## src/rtl/fhe_alu_pkg.sv

```systemverilog
// FHE ALU shared package: operand width plus result collector types.
// FSIZE is the element width used across the modular multiplier datapath.
package FHE_ALU_PKG;

   localparam int FSIZE           = 64;
   localparam int COLLECTOR_DEPTH = 64;

   typedef enum logic [1:0] {
      IDLE,
      ACTIVE,
      FLUSH
   } collector_state_t;

endpackage

```

## src/rtl/vec_result_collector_fifo.sv

```systemverilog
// collector_fifo: synchronous show-ahead FIFO; dout is the head entry.
// A push into a full FIFO is only accepted when a pop happens in the same cycle.
module collector_fifo #(
   parameter int DATA_SIZE = 65,
   parameter int DEPTH     = 64
) (
   input  logic                     clk,
   input  logic                     rstn,
   input  logic                     push,
   input  logic                     pop,
   input  logic [DATA_SIZE-1:0]     din,
   output logic [DATA_SIZE-1:0]     dout,
   output logic                     full,
   output logic                     empty,
   output logic [$clog2(DEPTH):0]   occupancy
);

   localparam int AW = $clog2(DEPTH);

   logic [DATA_SIZE-1:0] mem_q [DEPTH];
   logic [AW-1:0]        wr_ptr_q, wr_ptr_d;
   logic [AW-1:0]        rd_ptr_q, rd_ptr_d;
   logic [AW:0]          occ_q, occ_d;
   logic                 do_push, do_pop;

   assign full      = (occ_q == (AW+1)'(DEPTH));
   assign empty     = (occ_q == '0);
   assign occupancy = occ_q;
   assign dout      = mem_q[rd_ptr_q];

   always_comb begin
      do_pop   = pop & ~empty;
      do_push  = push & (~full | do_pop);
      wr_ptr_d = wr_ptr_q + {{(AW-1){1'b0}}, do_push};
      rd_ptr_d = rd_ptr_q + {{(AW-1){1'b0}}, do_pop};
      occ_d    = occ_q + {{AW{1'b0}}, do_push}
                       - {{AW{1'b0}}, do_pop};
   end

   always_ff @(posedge clk or negedge rstn) begin
      if (!rstn) begin
         wr_ptr_q <= '0;
         rd_ptr_q <= '0;
         occ_q    <= '0;
      end else begin
         wr_ptr_q <= wr_ptr_d;
         rd_ptr_q <= rd_ptr_d;
         occ_q    <= occ_d;
      end
   end

   // Storage carries no reset; validity is tracked by the pointers.
   always_ff @(posedge clk) begin
      if (do_push) mem_q[wr_ptr_q] <= din;
   end

endmodule

```

## src/rtl/vec_result_collector.sv

```systemverilog
// Result collector: buffers multiplier output, issues credits, tracks vectors.
// Define COLLECTOR_STATS_EN to build the stall_cycles counter.
module vec_result_collector
   import FHE_ALU_PKG::*;
#(
   parameter int DEPTH = COLLECTOR_DEPTH,
   parameter int CNT_W = 16
) (
   input  logic             clk,
   input  logic             rstn,
   input  logic             issue_req,
   output logic             issue_ok,
   input  logic [FSIZE-1:0] in_data,
   input  logic             in_valid,
   input  logic             in_last,
   output logic [FSIZE-1:0] m_data,
   output logic             m_valid,
   output logic             m_last,
   input  logic             m_ready,
   output logic [CNT_W-1:0] vec_count,
   output logic             vec_done,
   output logic             busy,
   output logic             overflow,
   output logic [31:0]      stall_cycles
);

   localparam int AW = $clog2(DEPTH);

   logic [FSIZE:0]   head;
   logic             full, empty;
   logic [AW:0]      occ;
   logic [AW+1:0]    credit_sum;

   collector_state_t state_q, state_d;
   logic [AW:0]      inflight_q, inflight_d;
   logic [AW:0]      pend_q, pend_d;
   logic [CNT_W-1:0] cnt_q, cnt_d;
   logic             done_q, done_d;
   logic             ovf_q, ovf_d;

   logic issue_fire, pop, push_ok, push_last, pop_last, drained;

   collector_fifo #(
      .DATA_SIZE (FSIZE + 1),
      .DEPTH     (DEPTH)
   ) u_fifo (
      .clk       (clk),
      .rstn      (rstn),
      .push      (in_valid),
      .pop       (pop),
      .din       ({in_last, in_data}),
      .dout      (head),
      .full      (full),
      .empty     (empty),
      .occupancy (occ)
   );

   // Credit uses registered state only; same-cycle pops are not credited.
   assign credit_sum = {1'b0, occ} + {1'b0, inflight_q};
   assign issue_ok   = (credit_sum < (AW+2)'(DEPTH));
   assign issue_fire = issue_req & issue_ok;

   assign m_valid   = ~empty;
   assign m_data    = empty ? '0 : head[FSIZE-1:0];
   assign m_last    = ~empty & head[FSIZE];
   assign vec_count = cnt_q;
   assign vec_done  = done_q;
   assign busy      = (state_q != IDLE);
   assign overflow  = ovf_q;

   always_comb begin
      pop        = m_valid & m_ready;
      push_ok    = in_valid & (~full | pop);
      push_last  = push_ok & in_last;
      pop_last   = pop & head[FSIZE];
      inflight_d = inflight_q;
      ovf_d      = ovf_q | (in_valid & full & ~pop);
      if (issue_fire & ~in_valid) begin
         inflight_d = inflight_q + 1'b1;
      end else if (~issue_fire & in_valid) begin
         if (inflight_q == '0) ovf_d = 1'b1;
         else                  inflight_d = inflight_q - 1'b1;
      end
      cnt_d = cnt_q;
      if (pop) cnt_d = pop_last ? '0 : cnt_q + 1'b1;
      done_d  = pop_last;
      pend_d  = pend_q + {{AW{1'b0}}, push_last}
                       - {{AW{1'b0}}, pop_last};
      drained = (occ == (AW+1)'(1)) & ~push_ok
              & (inflight_d == '0);
      state_d = state_q;
      // A pending last entry re-enters FLUSH for back-to-back vectors.
      unique case (state_q)
         IDLE: begin
            if (push_last)                  state_d = FLUSH;
            else if (issue_fire | in_valid) state_d = ACTIVE;
         end
         ACTIVE: begin
            if (push_last | (pend_q != '0)) state_d = FLUSH;
         end
         FLUSH: begin
            if (pop_last) state_d = drained ? IDLE : ACTIVE;
         end
         default: state_d = IDLE;
      endcase
   end

   always_ff @(posedge clk or negedge rstn) begin
      if (!rstn) begin
         state_q    <= IDLE;
         inflight_q <= '0;
         pend_q     <= '0;
         cnt_q      <= '0;
         done_q     <= 1'b0;
         ovf_q      <= 1'b0;
      end else begin
         state_q    <= state_d;
         inflight_q <= inflight_d;
         pend_q     <= pend_d;
         cnt_q      <= cnt_d;
         done_q     <= done_d;
         ovf_q      <= ovf_d;
      end
   end

`ifdef COLLECTOR_STATS_EN
   logic [31:0] stall_q, stall_d;

   always_comb begin
      stall_d = stall_q;
      if (m_valid & ~m_ready & (stall_q != '1)) stall_d = stall_q + 1'b1;
   end

   always_ff @(posedge clk or negedge rstn) begin
      if (!rstn) stall_q <= '0;
      else       stall_q <= stall_d;
   end

   assign stall_cycles = stall_q;
`else
   assign stall_cycles = '0;
`endif

endmodule

```

## config.mk

```make
export PLATFORM = sky130hd
export DESIGN_NAME = vec_result_collector
export DESIGN_NICKNAME = d
export VERILOG_FILES = /design/src/rtl/fhe_alu_pkg.sv /design/src/rtl/vec_result_collector_fifo.sv /design/src/rtl/vec_result_collector.sv
export SDC_FILE = /design/constraint.sdc
export NUM_CORES = 2
export LEC_CHECK = 0
export BUFFER_PORTS_ARGS = -buffer_cell sky130_fd_sc_hd__buf_4
export CORE_MARGIN = 3
export CORE_UTILIZATION = 48
export DETAILED_ROUTE_END_ITERATION = 7
export PLACE_DENSITY_LB_ADDON = 0.05
export RECOVER_POWER = 50
export SYNTH_ARGS = -nofsm -noshare
export SYNTH_HDL_FRONTEND = slang
export SYNTH_MEMORY_MAX_BITS = 65536
export SYNTH_SLANG_ARGS = --single-unit
```

## constraint.sdc

```tcl
create_clock -name clk -period 10.75 [get_ports clk]
set_clock_uncertainty 0.05 [all_clocks]
set_input_delay 0.5375 -clock clk [delete_from_list [all_inputs] [get_ports clk]]
set_output_delay 0.5375 -clock clk [all_outputs]
set_load 0.1 [all_outputs]
```

## Yosys cells after proc, flatten, opt, wreduce, memory -nomap -nowiden

Memory sizes are Yosys's and may differ from the RTL's.
Index checks and enable logic that the tools add are counted.

- Output and inout port bits: 118
- Register bits: 53
- Input bits: 70
- Word-level logic and storage cells: 76
- Memories kept: 1
- RAM bits: 4160

- Order comparisons: 1
- Bitwise operators: 25
- Add/subtract/negate cells: 10
- Equal/unequal tests: 7
- Muxes and demuxes: 16
- Reductions and logical operators: 7

Memories:

| name | words | bits a word | rd ports | clocked after memory_dff | write ports | RTL line | text |
|---|---|---|---|---|---|---|---|
| u_fifo.mem_q | 64 | 65 | 1 | 0 | 1 | vec_result_collector_fifo.sv:20 | `logic [DATA_SIZE-1:0] mem_q [DEPTH];` |

Operators by type and width:

| cell | number |
|---|---|
| two-way mux 64 bit | 1 |
| zero test 7 bit | 3 |
| two-way mux 7 bit | 3 |
| adder 16 x 1 -> 16 bit (second input constant) | 1 |
| two-way mux 16 bit | 1 |
| adder 7 x 1 -> 7 bit | 2 |
| bitwise AND 1 bit | 14 |
| subtractor 7 x 1 -> 7 bit | 2 |
| adder 6 x 1 -> 6 bit | 2 |
| adder 7 x 7 -> 8 bit | 1 |
| less-than comparator 8 x 7 -> 1 bit (second input constant) | 1 |
| two-way mux 2 bit | 4 |
| adder 7 x 1 -> 7 bit (second input constant) | 1 |
| == test 7 x 1 -> 1 bit (second input constant) | 1 |
| == test 7 bit (second input constant) | 1 |
| nonzero test 7 bit | 1 |
| subtractor 7 x 1 -> 7 bit (second input constant) | 1 |
| two-way mux 1 bit | 6 |
| NOT 1 bit | 6 |
| one-hot mux 2 bit (3 select lines) | 1 |
| bitwise OR 1 bit | 5 |
| inequality test 2 bit (second input constant) | 2 |
| inequality test 3 bit (second input constant) | 1 |
| AND reduction 3 bit | 1 |
| other kinds (4) | 4 |

## Depth between registers and ports, before layout

- Depth in word-level cells: 12
- Depth in mapped cells: 22
- Mapped depth without buffers: 18

## Modules after synthesis

A second synthesis with hierarchy kept.

- Cell total of the unflattened synthesis: 6816
- Area, all modules: 161235.9 sq um

By module, submodules not included:

| module | times used | cells an instance | area an instance (sq um) | sequential area each (sq um) |
|---|---|---|---|---|
| collector_fifo | 1 | 6466 | 158244.3 | 125395.3 |
| vec_result_collector | 1 | 350 | 2991.6 | 850.8 |

## Least setup slack after synthesis

OpenSTA, ideal clock, no wires.

- Kind: register to register
- From: reg u_fifo.occ_q[4] (netlist: u_fifo.occupancy[4])
- To: mem u_fifo.mem_q[62][0] (enable)
- Slack: 5.785 ns
- Buffers on the path: 1
- Stages on the path, launching flop included: 10
- Data arrival time: 4.427 ns
- Required time: 10.211 ns
- Library setup time: 0.489 ns
- Clock period less this slack: 4.965 ns
- Path through: dfrtp_1 > inv_1 > ha_1 > nand3_1 > nand4b_1 > and2_1 > clkbuf_1 > nor2b_1 > nand3_1 > nor2_1

- Word-level cells in the longest chain between the ends: 8
- Elaborated cells on any way between the ends: 10
- Classes of those cells: eq/ne (1); mux (2); bitwise (6); reduce/logical (1)

RTL lines:

| item | RTL line | text |
|---|---|---|
| start, declared | vec_result_collector_fifo.sv:23 | `logic [AW:0] occ_q, occ_d;` |
| start signal, assigned | vec_result_collector_fifo.sv:44 | `occ_q <= '0;` |
| start signal, assigned | vec_result_collector_fifo.sv:48 | `occ_q <= occ_d;` |
| zero test 7 bit | vec_result_collector_fifo.sv:27 | `assign empty = (occ_q == '0);` |
| NOT 1 bit | vec_result_collector_fifo.sv:32, vec_result_collector.sv:63 |  |
| bitwise AND 1 bit | vec_result_collector.sv:72 | `pop = m_valid & m_ready;` |
| bitwise AND 1 bit | vec_result_collector_fifo.sv:32 | `do_pop = pop & ~empty;` |
| bitwise OR 1 bit (*) | vec_result_collector_fifo.sv:33 | `do_push = push & (~full \| do_pop);` |
| bitwise AND 1 bit (*) | vec_result_collector_fifo.sv:33 |  |
| two-way mux 1 bit (*) | vec_result_collector_fifo.sv:54 | `if (do_push) mem_q[wr_ptr_q] <= din;` |
| two-way mux 1 bit (implied by the code) (*) | vec_result_collector_fifo.sv:54 |  |
| end, declared | vec_result_collector_fifo.sv:20 |  |

Every way passes the cells marked *; elsewhere a longest branch is shown, timed or not.

## Worst setup path after layout

- From: reg u_fifo.rd_ptr_q[0]
- To: out m_data[51]

- Word-level cells in the longest chain between the ends: 2

RTL lines:

| item | RTL line | text |
|---|---|---|
| start, declared | vec_result_collector_fifo.sv:22 | `logic [AW-1:0] rd_ptr_q, rd_ptr_d;` |
| start signal, assigned | vec_result_collector_fifo.sv:47 | `rd_ptr_q <= rd_ptr_d;` |
| memory read (64 x 65 bit) | n/a |  |
| two-way mux 64 bit | vec_result_collector.sv:64 | `assign m_data = empty ? '0 : head[FSIZE-1:0];` |
| end, declared | vec_result_collector.sv:16 | `output logic [FSIZE-1:0] m_data,` |

Every way passes these cells.

==> impl_results.md <==
- Relative slew slack: -127%
- Residual DRC count: 0
- Maximum vdd ir drop: 0.000459 V
- Outcome: finished, violations left
- # resized after CTS: 0
- Sink Count: 4213
- #FFs+latches synth: 4213
- Synth async-reset ratio: 1.26%
- Clock latency on the worst-skew pair: 970 ps
- Leading cell type in the layout, fill and taps excluded: edfxtp_1
- Die Ht: 586 um
- Setup tns final: 0 ps
- Area grow syn2layout: 13.4%
- Vias post-DR: 75100
- Comb pwr share: 32.5%
- Crit path max-delay cell type: buf_4
- DR iter-0 viols: 9490
- Setup bufs post-CTS: 0
- Final wirelength: 459000 um
- Fill cells: 24900
- Seq/Total Area, Yosys: 78.3%
- Commonest cells after routing, fill and taps aside: edfxtp_1 (4160), mux4_2 (1361), clkbuf_16 (441)
- NetSw: 0.0163 W
- CTS Buf Count: 435
- P_leak: 56.5 nW
- Hold path startpoint: issue_req
- Die W: 586 um
- Via density: 6.45
- Slew Limit Fails: 4282
- Number of flops mapped to enable cells by yosys: 4160
- Io pins: 188
- CP max FO: 46
- Final Hold Viols: 0
- Vias in the first global route: 75100
- Number of buffer cells added on primary ports: 155
- Synth cell types: 54
- Final worst slack: 3750 ps
- Fraction of layout instances using a drive strength above 1: 31.9%
- Avg Inst Size Synth: 25.3 um2
- Initial antenna violation count: 27
- CP Capture Type: output port
- Worst-case clock buffer depth: 4
- Switching share of power: 32.4%
- # H-tree levels: 5
- Int Power: 0.0340 W
- CTS tree: built
- Hold depth: 4
- Critical Path, Cell by Cell: buf_4 > buf_4 > buf_4 > mux4_2 > mux4_2 > mux4_2 > and2_1 > buf_4
- Design area: 183000 um2
- Pre-CTS WS: 4580 ps
- Worst r2r src: u_fifo.occupancy[5]
- Critical setup path kind: register to output port
- Crit path required time: 10160 ps
- PD cells: 275 nW/um2
- Unrepaired setup endpoints after global routing: no
- R2r setup slk: 4710 ps
- Reg power frac: 38.0%
- Full die area: 343000 um2
- Routability-driven placement congestion ratio: 0.754
- Post-DRT Antenna Nets: 0
- Fmax: 0.143 GHz
- Cell repeated most along the worst path: buf_4
- Clk pwr share: 29.5%
- WL/cell: 39.5 um
- Failing checks: capacitance limit, slew limit
- Post-Synthesis Cell Area: 161000 um2
- Initial core utilization: 48.3%
- Grt ovf: 0
- HP Class: primary input to register
- Global-route wire length before repair: 630000 um
- DRT Pass-1 Iters: 5
- Largest net degree at the start of global routing: 143
- Fin nets: 6992
- Crit path launch type: register
- Largest stage delay, worst path: 840 ps
- # rows: 212
- Ys flop type: edfxtp_1
- Max_cap viols: 66
- Minimum clock period: 7000 ps
- CTS hold repair buffers: 58
- Worst Reg-to-Reg Cells: 9
- Core ar.: 334000 um2
- R2R Path End: u_fifo.mem_q[45][41]
- Cell count after synthesis: 6361
- WP data arrival: 6410 ps
- Worst-path clk slew: 60 ps
- Worst slew pin tran: 3400 ps
- Final setup viols: 0
- Gr usage total: 26.9%
- Min-Delay Endpoint: inflight_q[4]
- Clk root buf: clkbuf_16
- Final HPWL DP: 226000 um
- Placement Cell Area: 169000 um2
- Crit share post-route: 65.1%
- Synth Warn #: 0
[metrics by stage]
step / cells / hold slack, ps / util (%) / total power, W
after floorplan: 6392 / 192 / - / 0.0313
after global placement: 10800 / 407 / 50.5 / 0.0359
after detailed placement: 10800 / 406 / 50.5 / 0.0360
after CTS: 11600 / 1.46 / 54.8 / 0.0508
after global routing: 11600 / 307 / 54.7 / 0.0521
final: 11600 / 299 / 54.7 / 0.0503
[layout make-up]
type / instances / area [um2] / share of cell area [%]
inverters: 32 / 120 / 0.0657
well taps: 4387 / 5490 / 3.00
clock inverters: 283 / 2600 / 1.42
clock buffers: 511 / 11300 / 6.18
repair buffers: 418 / 3190 / 1.75
multi-input cells: 1788 / 33800 / 18.5
flip-flops and latches: 4213 / 126000 / 69.1
diodes: 12 / 30.0 / 0.0164
[worst max-delay path by stage]
stage,from,end,slack [ps],cells after the start
6_report,u_fifo.rd_ptr_q[0],m_data[51],3750,8
5_1_grt,u_fifo.rd_ptr_q[0],m_data[51],3220,8
3_3_place_gp,u_fifo.rd_ptr_q[0],m_data[51],4590,8
3_5_place_dp,u_fifo.rd_ptr_q[0],m_data[51],4580,8
2_1_floorplan,u_fifo.occupancy[4],u_fifo.mem_q[62][0],5780,9
4_1_cts,u_fifo.rd_ptr_q[0],m_data[51],3530,8
[registers in the layout, indices dropped and copies added (netlist names)]
| name | count |
|---|---|
| vec_count | 16 |
| u_fifo.mem_q | 4160 |
| u_fifo.occupancy | 7 |
| u_fifo.rd_ptr_q | 6 |
| state_q | 2 |
| overflow | 1 |
| pend_q | 7 |
| u_fifo.wr_ptr_q | 6 |
| vec_done | 1 |
| inflight_q | 7 |
[critical path: cells and delay by family (launching register included)]
kind	cells	cell delay, ps
buffers and inverters	4	2590
muxes	3	1640
DFF	1	770
and+or+nand+nor	1	220
[power by group through the flow]
stage | Sequential, W | Clock [W] | Combinational [W]
floorplan | 0.0193 | 0 | 0.0120
global placement | 0.0194 | 0 | 0.0166
detailed placement | 0.0194 | 0 | 0.0166
CTS | 0.0191 | 0.0151 | 0.0166
global route | 0.0191 | 0.0158 | 0.0172
finish | 0.0191 | 0.0148 | 0.0163
[Yosys cell counts (7+ instances only)]
| cell type | number | area [um2] |
|---|---|---|
| a21oi_1 | 14 | 70.1 |
| nor2_1 | 97 | 364 |
| and2_1 | 66 | 413 |
| dfrtp_1 | 53 | 1330 |
| and3_1 | 7 | 43.8 |
| xor2_1 | 13 | 114 |
| buf_2 | 104 | 521 |
| xnor2_1 | 19 | 166 |
| edfxtp_1 | 4160 | 125000 |
| clkbuf_1 | 171 | 642 |
| nand2_1 | 27 | 101 |
| nand4_1 | 12 | 75.1 |
| nand3_1 | 25 | 125 |
| mux4_2 | 1361 | 30700 |
| buf_1 | 40 | 150 |
| ha_1 | 32 | 400 |
| buf_6 | 12 | 135 |
| inv_1 | 32 | 120 |
| buf_4 | 32 | 240 |
[metal layers]
metal | part of all wire, % | global-route usage, % | vias up
met5 | 0.017 | 0 | -
met4 | 2.0 | 5.42 | 12
met3 | 7.6 | 4.47 | 561
met2 | 49 | 43.2 | 3351
met1 | 41 | 39.5 | 42300
li1 | - | - | 28800
[cells by family after synthesis]
| family | Yosys count | share of synthesized area, % |
|---|---|---|
| DFF | 4213 | 78.3 |
| muxes | 1366 | 19.0 |
| buffers and inverters | 391 | 1.12 |
| and+or+nand+nor | 273 | 0.871 |
| AOI/OAI and AO/OA | 51 | 0.213 |
| adders and majority gates | 34 | 0.273 |
| xor gates and xnor gates | 32 | 0.174 |
| other | 1 | 0.00233 |
No activity file was read; power rests on OpenSTA's default activity.
